### config.mk
export PLATFORM = sky130hd
export DESIGN_NAME = tcdm_stream_reader
export DESIGN_NICKNAME = d
export VERILOG_FILES = /design/src/rtl/tcdm_stream_pkg.sv /design/src/rtl/fifo_v3.sv /design/src/rtl/tcdm_stream_reader.sv
export SDC_FILE = /design/constraint.sdc
export NUM_CORES = 1
export LEC_CHECK = 0
export CAP_MARGIN = 5
export CORE_MARGIN = 2
export CORE_UTILIZATION = 58
export CTS_BUF_LIST = sky130_fd_sc_hd__clkbuf_16
export DETAILED_ROUTE_END_ITERATION = 8
export GPL_ROUTABILITY_DRIVEN = 0
export PLACE_DENSITY_LB_ADDON = 0.1
export SLEW_MARGIN = 20
export SYNTH_ARGS = -nofsm -noshare
export SYNTH_HDL_FRONTEND = slang
export SYNTH_SLANG_ARGS = --single-unit
export TNS_END_PERCENT = 1
### constraint.sdc
create_clock -name clk_i -period 25.3 [get_ports clk_i]
set_input_delay 2.53 -clock clk_i [delete_from_list [all_inputs] [get_ports clk_i]]
set_output_delay 2.53 -clock clk_i [all_outputs]
set_load 0.1 [all_outputs]
### src/rtl/tcdm_stream_pkg.sv
// Shared types for the TCDM stream reader.
// Contents:
//   state_e  - transfer FSM state encoding
//   AMO_NONE - atomic opcode meaning "plain access"
package tcdm_stream_pkg;

  typedef enum logic [1:0] {
    StIdle  = 2'd0,
    StIssue = 2'd1,
    StDrain = 2'd2
  } state_e;

  localparam logic [3:0] AMO_NONE = 4'h0;

endpackage

### src/rtl/fifo_v3.sv
// Small synchronous FIFO used as the response buffer of the stream reader.
// Ports:
//   clk_i, rst_ni      - clock, asynchronous active-low reset
//   push_i, data_i     - write side; ignored when full unless a pop frees a slot
//   pop_i, data_o      - read side; data_o is the head entry, pop ignored when empty
//   empty_o, usage_o   - status: empty flag and current occupancy
module fifo_v3 #(
  parameter int unsigned DataWidth = 64,
  parameter int unsigned Depth     = 4,
  localparam int unsigned AddrW    = $clog2(Depth)
) (
  input  logic                 clk_i,
  input  logic                 rst_ni,
  input  logic                 push_i,
  input  logic [DataWidth-1:0] data_i,
  input  logic                 pop_i,
  output logic [DataWidth-1:0] data_o,
  output logic                 empty_o,
  output logic [AddrW:0]       usage_o
);

  logic [DataWidth-1:0] mem_q [Depth];
  logic [DataWidth-1:0] mem_d [Depth];
  logic [AddrW-1:0]     rd_ptr_q, rd_ptr_d;
  logic [AddrW-1:0]     wr_ptr_q, wr_ptr_d;
  logic [AddrW:0]       cnt_q, cnt_d;
  logic                 full;
  logic                 do_push;
  logic                 do_pop;

  assign full    = (cnt_q == (AddrW + 1)'(Depth));
  assign empty_o = (cnt_q == '0);
  assign usage_o = cnt_q;
  assign data_o  = mem_q[rd_ptr_q];

  assign do_pop  = pop_i & ~empty_o;
  // A pop in the same cycle frees the slot the push is about to use.
  assign do_push = push_i & (~full | do_pop);

  always_comb begin
    mem_d    = mem_q;
    rd_ptr_d = rd_ptr_q;
    wr_ptr_d = wr_ptr_q;
    cnt_d    = cnt_q;
    if (do_push) begin
      mem_d[wr_ptr_q] = data_i;
      wr_ptr_d        = wr_ptr_q + AddrW'(1);
    end
    if (do_pop) begin
      rd_ptr_d = rd_ptr_q + AddrW'(1);
    end
    unique case ({do_push, do_pop})
      2'b10:   cnt_d = cnt_q + (AddrW + 1)'(1);
      2'b01:   cnt_d = cnt_q - (AddrW + 1)'(1);
      default: cnt_d = cnt_q;
    endcase
  end

  always_ff @(posedge clk_i or negedge rst_ni) begin
    if (!rst_ni) begin
      mem_q    <= '{default: '0};
      rd_ptr_q <= '0;
      wr_ptr_q <= '0;
      cnt_q    <= '0;
    end else begin
      mem_q    <= mem_d;
      rd_ptr_q <= rd_ptr_d;
      wr_ptr_q <= wr_ptr_d;
      cnt_q    <= cnt_d;
    end
  end

endmodule

### src/rtl/tcdm_stream_reader.sv
// Strided TCDM reader that turns a (base, stride, len) job into a stream of words.
// Ports:
//   clk_i, rst_i            - clock, asynchronous active-high reset
//   cfg_*_i, start_i        - job description, latched on start in idle
//   busy_o, done_o          - job active, one-cycle completion pulse
//   tcdm_req_*_o            - read-only TCDM request channel
//   tcdm_rsp_*_i            - request accept and in-order response channel
//   stream_*                - valid/ready element stream out of the response buffer
// Requests are throttled by a credit count so that every outstanding read
// always has a free buffer slot waiting for it.
module tcdm_stream_reader
  import tcdm_stream_pkg::*;
#(
  parameter int unsigned NarrowDataWidth = 64,
  parameter int unsigned TCDMAddrWidth   = 17,
  parameter int unsigned BufDepth        = 4,
  parameter int unsigned CntWidth        = 16
) (
  input  logic                         clk_i,
  input  logic                         rst_i,
  input  logic [TCDMAddrWidth-1:0]     cfg_base_i,
  input  logic [TCDMAddrWidth-1:0]     cfg_stride_i,
  input  logic [CntWidth-1:0]          cfg_len_i,
  input  logic                         start_i,
  output logic                         busy_o,
  output logic                         done_o,
  output logic                         tcdm_req_write_o,
  output logic [TCDMAddrWidth-1:0]     tcdm_req_addr_o,
  output logic [3:0]                   tcdm_req_amo_o,
  output logic [NarrowDataWidth-1:0]   tcdm_req_data_o,
  output logic [4:0]                   tcdm_req_user_core_id_o,
  output logic                         tcdm_req_user_is_core_o,
  output logic [NarrowDataWidth/8-1:0] tcdm_req_strb_o,
  output logic                         tcdm_req_q_valid_o,
  input  logic                         tcdm_rsp_q_ready_i,
  input  logic                         tcdm_rsp_p_valid_i,
  input  logic [NarrowDataWidth-1:0]   tcdm_rsp_data_i,
  output logic [NarrowDataWidth-1:0]   stream_data_o,
  output logic                         stream_valid_o,
  input  logic                         stream_ready_i
);

  localparam int unsigned OutW = $clog2(BufDepth) + 1;

  state_e                     state_q, state_d;
  logic [TCDMAddrWidth-1:0]   addr_q, addr_d;
  logic [TCDMAddrWidth-1:0]   stride_q, stride_d;
  logic [CntWidth-1:0]        len_q, len_d;
  logic [CntWidth-1:0]        idx_q, idx_d;
  logic [CntWidth-1:0]        pop_cnt_q, pop_cnt_d;
  logic [OutW-1:0]            outst_q, outst_d;
  logic                       done_q, done_d;

  logic [OutW-1:0]            buf_usage;
  logic                       buf_empty;
  logic [NarrowDataWidth-1:0] buf_head;
  logic                       credit_ok;
  logic                       req_valid;
  logic                       req_hs;
  logic                       rsp_push;
  logic                       stream_pop;

  // Credits only grow while a request waits (responses move a credit from
  // outstanding to occupancy, pops free one), so q_valid cannot drop unaccepted.
  assign credit_ok  = (32'(outst_q) + 32'(buf_usage)) < BufDepth;
  assign req_valid  = (state_q == StIssue) && credit_ok;
  assign req_hs     = req_valid && tcdm_rsp_q_ready_i;
  // Responses without a matching request (e.g. after a reset abort) are dropped.
  assign rsp_push   = tcdm_rsp_p_valid_i && (outst_q != '0);
  assign stream_pop = !buf_empty && stream_ready_i;

  fifo_v3 #(
    .DataWidth (NarrowDataWidth),
    .Depth     (BufDepth)
  ) i_rsp_buf (
    .clk_i   (clk_i),
    .rst_ni  (~rst_i),
    .push_i  (rsp_push),
    .data_i  (tcdm_rsp_data_i),
    .pop_i   (stream_pop),
    .data_o  (buf_head),
    .empty_o (buf_empty),
    .usage_o (buf_usage)
  );

  always_comb begin
    state_d   = state_q;
    addr_d    = addr_q;
    stride_d  = stride_q;
    len_d     = len_q;
    idx_d     = idx_q;
    pop_cnt_d = pop_cnt_q;
    done_d    = 1'b0;

    if (stream_pop) begin
      pop_cnt_d = pop_cnt_q + CntWidth'(1);
    end

    unique case (state_q)
      StIdle: begin
        if (start_i) begin
          if (cfg_len_i == '0) begin
            done_d = 1'b1;
          end else begin
            state_d   = StIssue;
            addr_d    = cfg_base_i;
            stride_d  = cfg_stride_i;
            len_d     = cfg_len_i;
            idx_d     = '0;
            pop_cnt_d = '0;
          end
        end
      end
      StIssue: begin
        if (req_hs) begin
          addr_d = addr_q + stride_q;
          idx_d  = idx_q + CntWidth'(1);
          if (idx_q == len_q - CntWidth'(1)) begin
            state_d = StDrain;
          end
        end
      end
      StDrain: begin
        // The last response always lands after the last request, so the
        // final pop can only happen here.
        if (stream_pop && (pop_cnt_q == len_q - CntWidth'(1))) begin
          state_d = StIdle;
          done_d  = 1'b1;
        end
      end
      default: state_d = StIdle;
    endcase

    unique case ({req_hs, rsp_push})
      2'b10:   outst_d = outst_q + OutW'(1);
      2'b01:   outst_d = outst_q - OutW'(1);
      default: outst_d = outst_q;
    endcase
  end

  always_ff @(posedge clk_i or posedge rst_i) begin
    if (rst_i) begin
      state_q   <= StIdle;
      addr_q    <= '0;
      stride_q  <= '0;
      len_q     <= '0;
      idx_q     <= '0;
      pop_cnt_q <= '0;
      outst_q   <= '0;
      done_q    <= 1'b0;
    end else begin
      state_q   <= state_d;
      addr_q    <= addr_d;
      stride_q  <= stride_d;
      len_q     <= len_d;
      idx_q     <= idx_d;
      pop_cnt_q <= pop_cnt_d;
      outst_q   <= outst_d;
      done_q    <= done_d;
    end
  end

  assign busy_o                  = (state_q != StIdle);
  assign done_o                  = done_q;
  assign tcdm_req_write_o        = 1'b0;
  assign tcdm_req_addr_o         = addr_q;
  assign tcdm_req_amo_o          = AMO_NONE;
  assign tcdm_req_data_o         = '0;
  assign tcdm_req_user_core_id_o = '0;
  assign tcdm_req_user_is_core_o = 1'b0;
  assign tcdm_req_strb_o         = '1;
  assign tcdm_req_q_valid_o      = req_valid;
  assign stream_valid_o          = !buf_empty;
  // Masked so the data bus reads zero whenever nothing is presented.
  assign stream_data_o           = buf_empty ? '0 : buf_head;

endmodule

==> metrics.json <==
{
  "outcome": {
    "run_status": "finished clean"
  },
  "global_routing": {
    "total_gr_overflow": 0,
    "wire_length_of_the_first_global_routing_pass_um": 62300,
    "number_of_global_route_vias_before_repair": 11900,
    "globalRouteTotalUtil": 0.246,
    "number_of_antenna_violations_at_the_first_check_in_global_routing": 2,
    "maximum_number_of_pins_on_one_net_before_global_route_repair": 178
  },
  "routing": {
    "firstDrtPassIters": 5,
    "ant_nets": 0,
    "drt_wirelength_um": 38800,
    "drt_drc_violations_left": 0,
    "via_per_inst": 5.63,
    "vias": 11500,
    "drt_first_iter_violations": 595,
    "routed_wire_length_per_instance_um": 19.0
  },
  "cts": {
    "h-tree-depth": 2,
    "cts_buffers": 39,
    "clk_root_buffer_cell": "clkbuf_16",
    "cts.repair_timing.setup_buffer_count": 0,
    "cts_resized": 0,
    "tritoncts_num_sinks": 351,
    "max-clock-path-buffers": 3,
    "clk-insertion-delay-late_ns": 0.53,
    "cts.hold.buffers_added": 0,
    "tritoncts": "done",
    "clk_transition_reported_paths_ns": 0.06
  },
  "synthesis": {
    "yosys.area.top_type": "dfrtp_1",
    "synthCells": 1438,
    "synth_edf_count": 0,
    "dominantRegCellSynth": "dfrtp_1",
    "yosys_warnings": 0,
    "synth.lib_cells_used.distinct": 63,
    "synth-seq-cells": 351,
    "post_synth_main_area_contributors": "dfrtp_1 49%, mux2_2 16%, mux4_2 8.1%",
    "post_synth.cell_area_avg_um2": 12.4,
    "sequential_fraction_of_the_synthesis_area": 0.492,
    "synth_top_area_share": 0.492,
    "async_flop_share": 1.00,
    "syn_area_um2": 17800
  },
  "sta": {
    "period_needed_ns": 6.31,
    "worst_slew_pin_slew_ns": 1.06,
    "relSlewSlack": 0.291,
    "timing_max_transition_violations_final": 0,
    "setup-tns-final_ns": 0,
    "timing.fmax_ghz": 0.159,
    "final-setup-viol-count": 0,
    "setup_repair_after_global_routing_missed_its_margin": "false",
    "timing.final.crit_share": 0.249,
    "hold_violations": 0,
    "clock-skew-final_ns": 0.0135
  },
  "floorplan": {
    "io_pins": 288,
    "initial_utilization": 0.586,
    "die_area_um2": 32200,
    "chipWidth_um": 179,
    "core_area_um2": 30400,
    "floorplan.rows": 64,
    "fp.dieH_um": 179
  },
  "run": {
    "cap_viol_max_count": 0
  },
  "worst_setup_path": {
    "criticalPathCategory": "flop to output port",
    "worstSetupStartpointType": "flop",
    "timing.reg2reg.worst_path_depth": 7,
    "critPathCaptureType": "output port",
    "worstPathMaxFanout": 45,
    "critical_path_arrival_ns": 3.78,
    "cp.required_ns": 22.77
  },
  "cells_and_area": {
    "most-common-layout-cells": "349 x dfrtp_1, 257 x mux2_2, 204 x clkdlybuf4s50_1",
    "post-route-util": 0.694,
    "area_growth_pct": 18.4,
    "final-instance-count-excl-fill": 2043,
    "fin_nets": 1766,
    "mostFrequentLayoutCell": "dfrtp_1",
    "layout.filler_cells": 2264,
    "drive_gt1_frac": 0.240
  },
  "min_path": {
    "min_path_cells": 2,
    "type_of_the_most_critical_hold_path": "flop to flop"
  },
  "place": {
    "port_buffers": 204,
    "dp_hpwl_um": 24400,
    "place_inst": 1971
  }
}
-- logic make-up after synthesis --
| kind of cell | after synthesis | share of synthesized area |
|---|---|---|
| simple gates | 356 | 0.100 |
| flops | 351 | 0.492 |
| mux | 326 | 0.246 |
| buf+inv | 182 | 0.0566 |
| compound gates | 115 | 0.0406 |
| xor+xnor | 76 | 0.0421 |
| fa+ha+maj | 30 | 0.0223 |
| other cells | 2 | 0.000421 |
-- registers in the layout, indices dropped and copies added, names as in the netlist --
| name | count |
|---|---|
| done_o | 1 |
| i_rsp_buf.mem_q | 256 |
| i_rsp_buf.rd_ptr_q | 2 |
| i_rsp_buf.usage_o | 3 |
| i_rsp_buf.wr_ptr_q | 2 |
| idx_q | 16 |
| len_q | 16 |
| outst_q | 3 |
| pop_cnt_q | 16 |
| state_q | 2 |
| stride_q | 17 |
| tcdm_req_addr_o | 17 |
-- per-layer routing --
| layer | GRT usage | share of wire | vias to the layer above |
|---|---|---|---|
| met3 | 0.0563 | 0.061 | 69 |
| met1 | 0.324 | 0.43 | 5856 |
| li1 | - | - | 5289 |
| met4 | 0.0719 | 0.023 | 2 |
| met2 | 0.411 | 0.49 | 276 |
| met5 | 0 | 0.00034 | - |
-- worst paths after layout --
check	slack, ns	startpoint	endpoint
setup / recovery	18.99	i_rsp_buf.rd_ptr_q[1]$_DFFE_PP0P_	stream_data_o[2]
hold reg to reg	0.48	stride_q[13]$_DFFE_PP0P_	stride_q[13]$_DFFE_PP0P_
setup reg to reg	21.67	state_q[0]$_DFFE_PP0P_	idx_q[15]$_DFFE_PP0P_
hold / removal	0.48	stride_q[13]$_DFFE_PP0P_	stride_q[13]$_DFFE_PP0P_
min in group asynchronous	2.51	rst_i	stride_q[7]$_DFFE_PP0P_
max in group asynchronous	21.30	rst_i	i_rsp_buf.mem_q[86]$_DFFE_PP0P_
-- cell type report --
type	count	area (um^2)	area share
Antenna cell	2	5.00	0.000237
Clock buffer	39	976	0.0462
Clock inverter	31	253	0.0120
Inverter	26	105	0.00497
Multi-Input combinational cell	986	8390	0.397
Sequential cell	351	8790	0.416
Tap cell	396	495	0.0234
Timing Repair Buffer	212	2110	0.100
-- critical path, cell delays in order, from the launching register on --
cell and delay [ns]:
dfrtp_4 0.63, buf_4 0.77, mux4_2 0.59, and2_1 0.22, clkdlybuf4s50_1 0.99
-- synthesized netlist by cell type, types with 31 or more instances --
cell type / instances
dfrtp_1: 351
mux2_2: 257
nand2_1: 130
buf_4: 83
and2_1: 70
mux4_2: 64
clkbuf_1: 61
nor2_1: 52
o21ai_0: 39
xnor2_1: 39
xor2_1: 31
-- metrics by stage --
stage	instance area (um^2)	hold WS (ns)	setup WS [ns]
floorplan	18100	0.450	13.03
global placement	19900	0.464	19.51
detailed placement	19900	0.469	19.47
CTS	21100	0.483	18.90
global route	21100	0.502	18.79
finish	21100	0.478	18.99
Power is left out: the tool's default activity adds up to more than one toggle a clock period on the data nets, which glitch-free logic cannot reach.
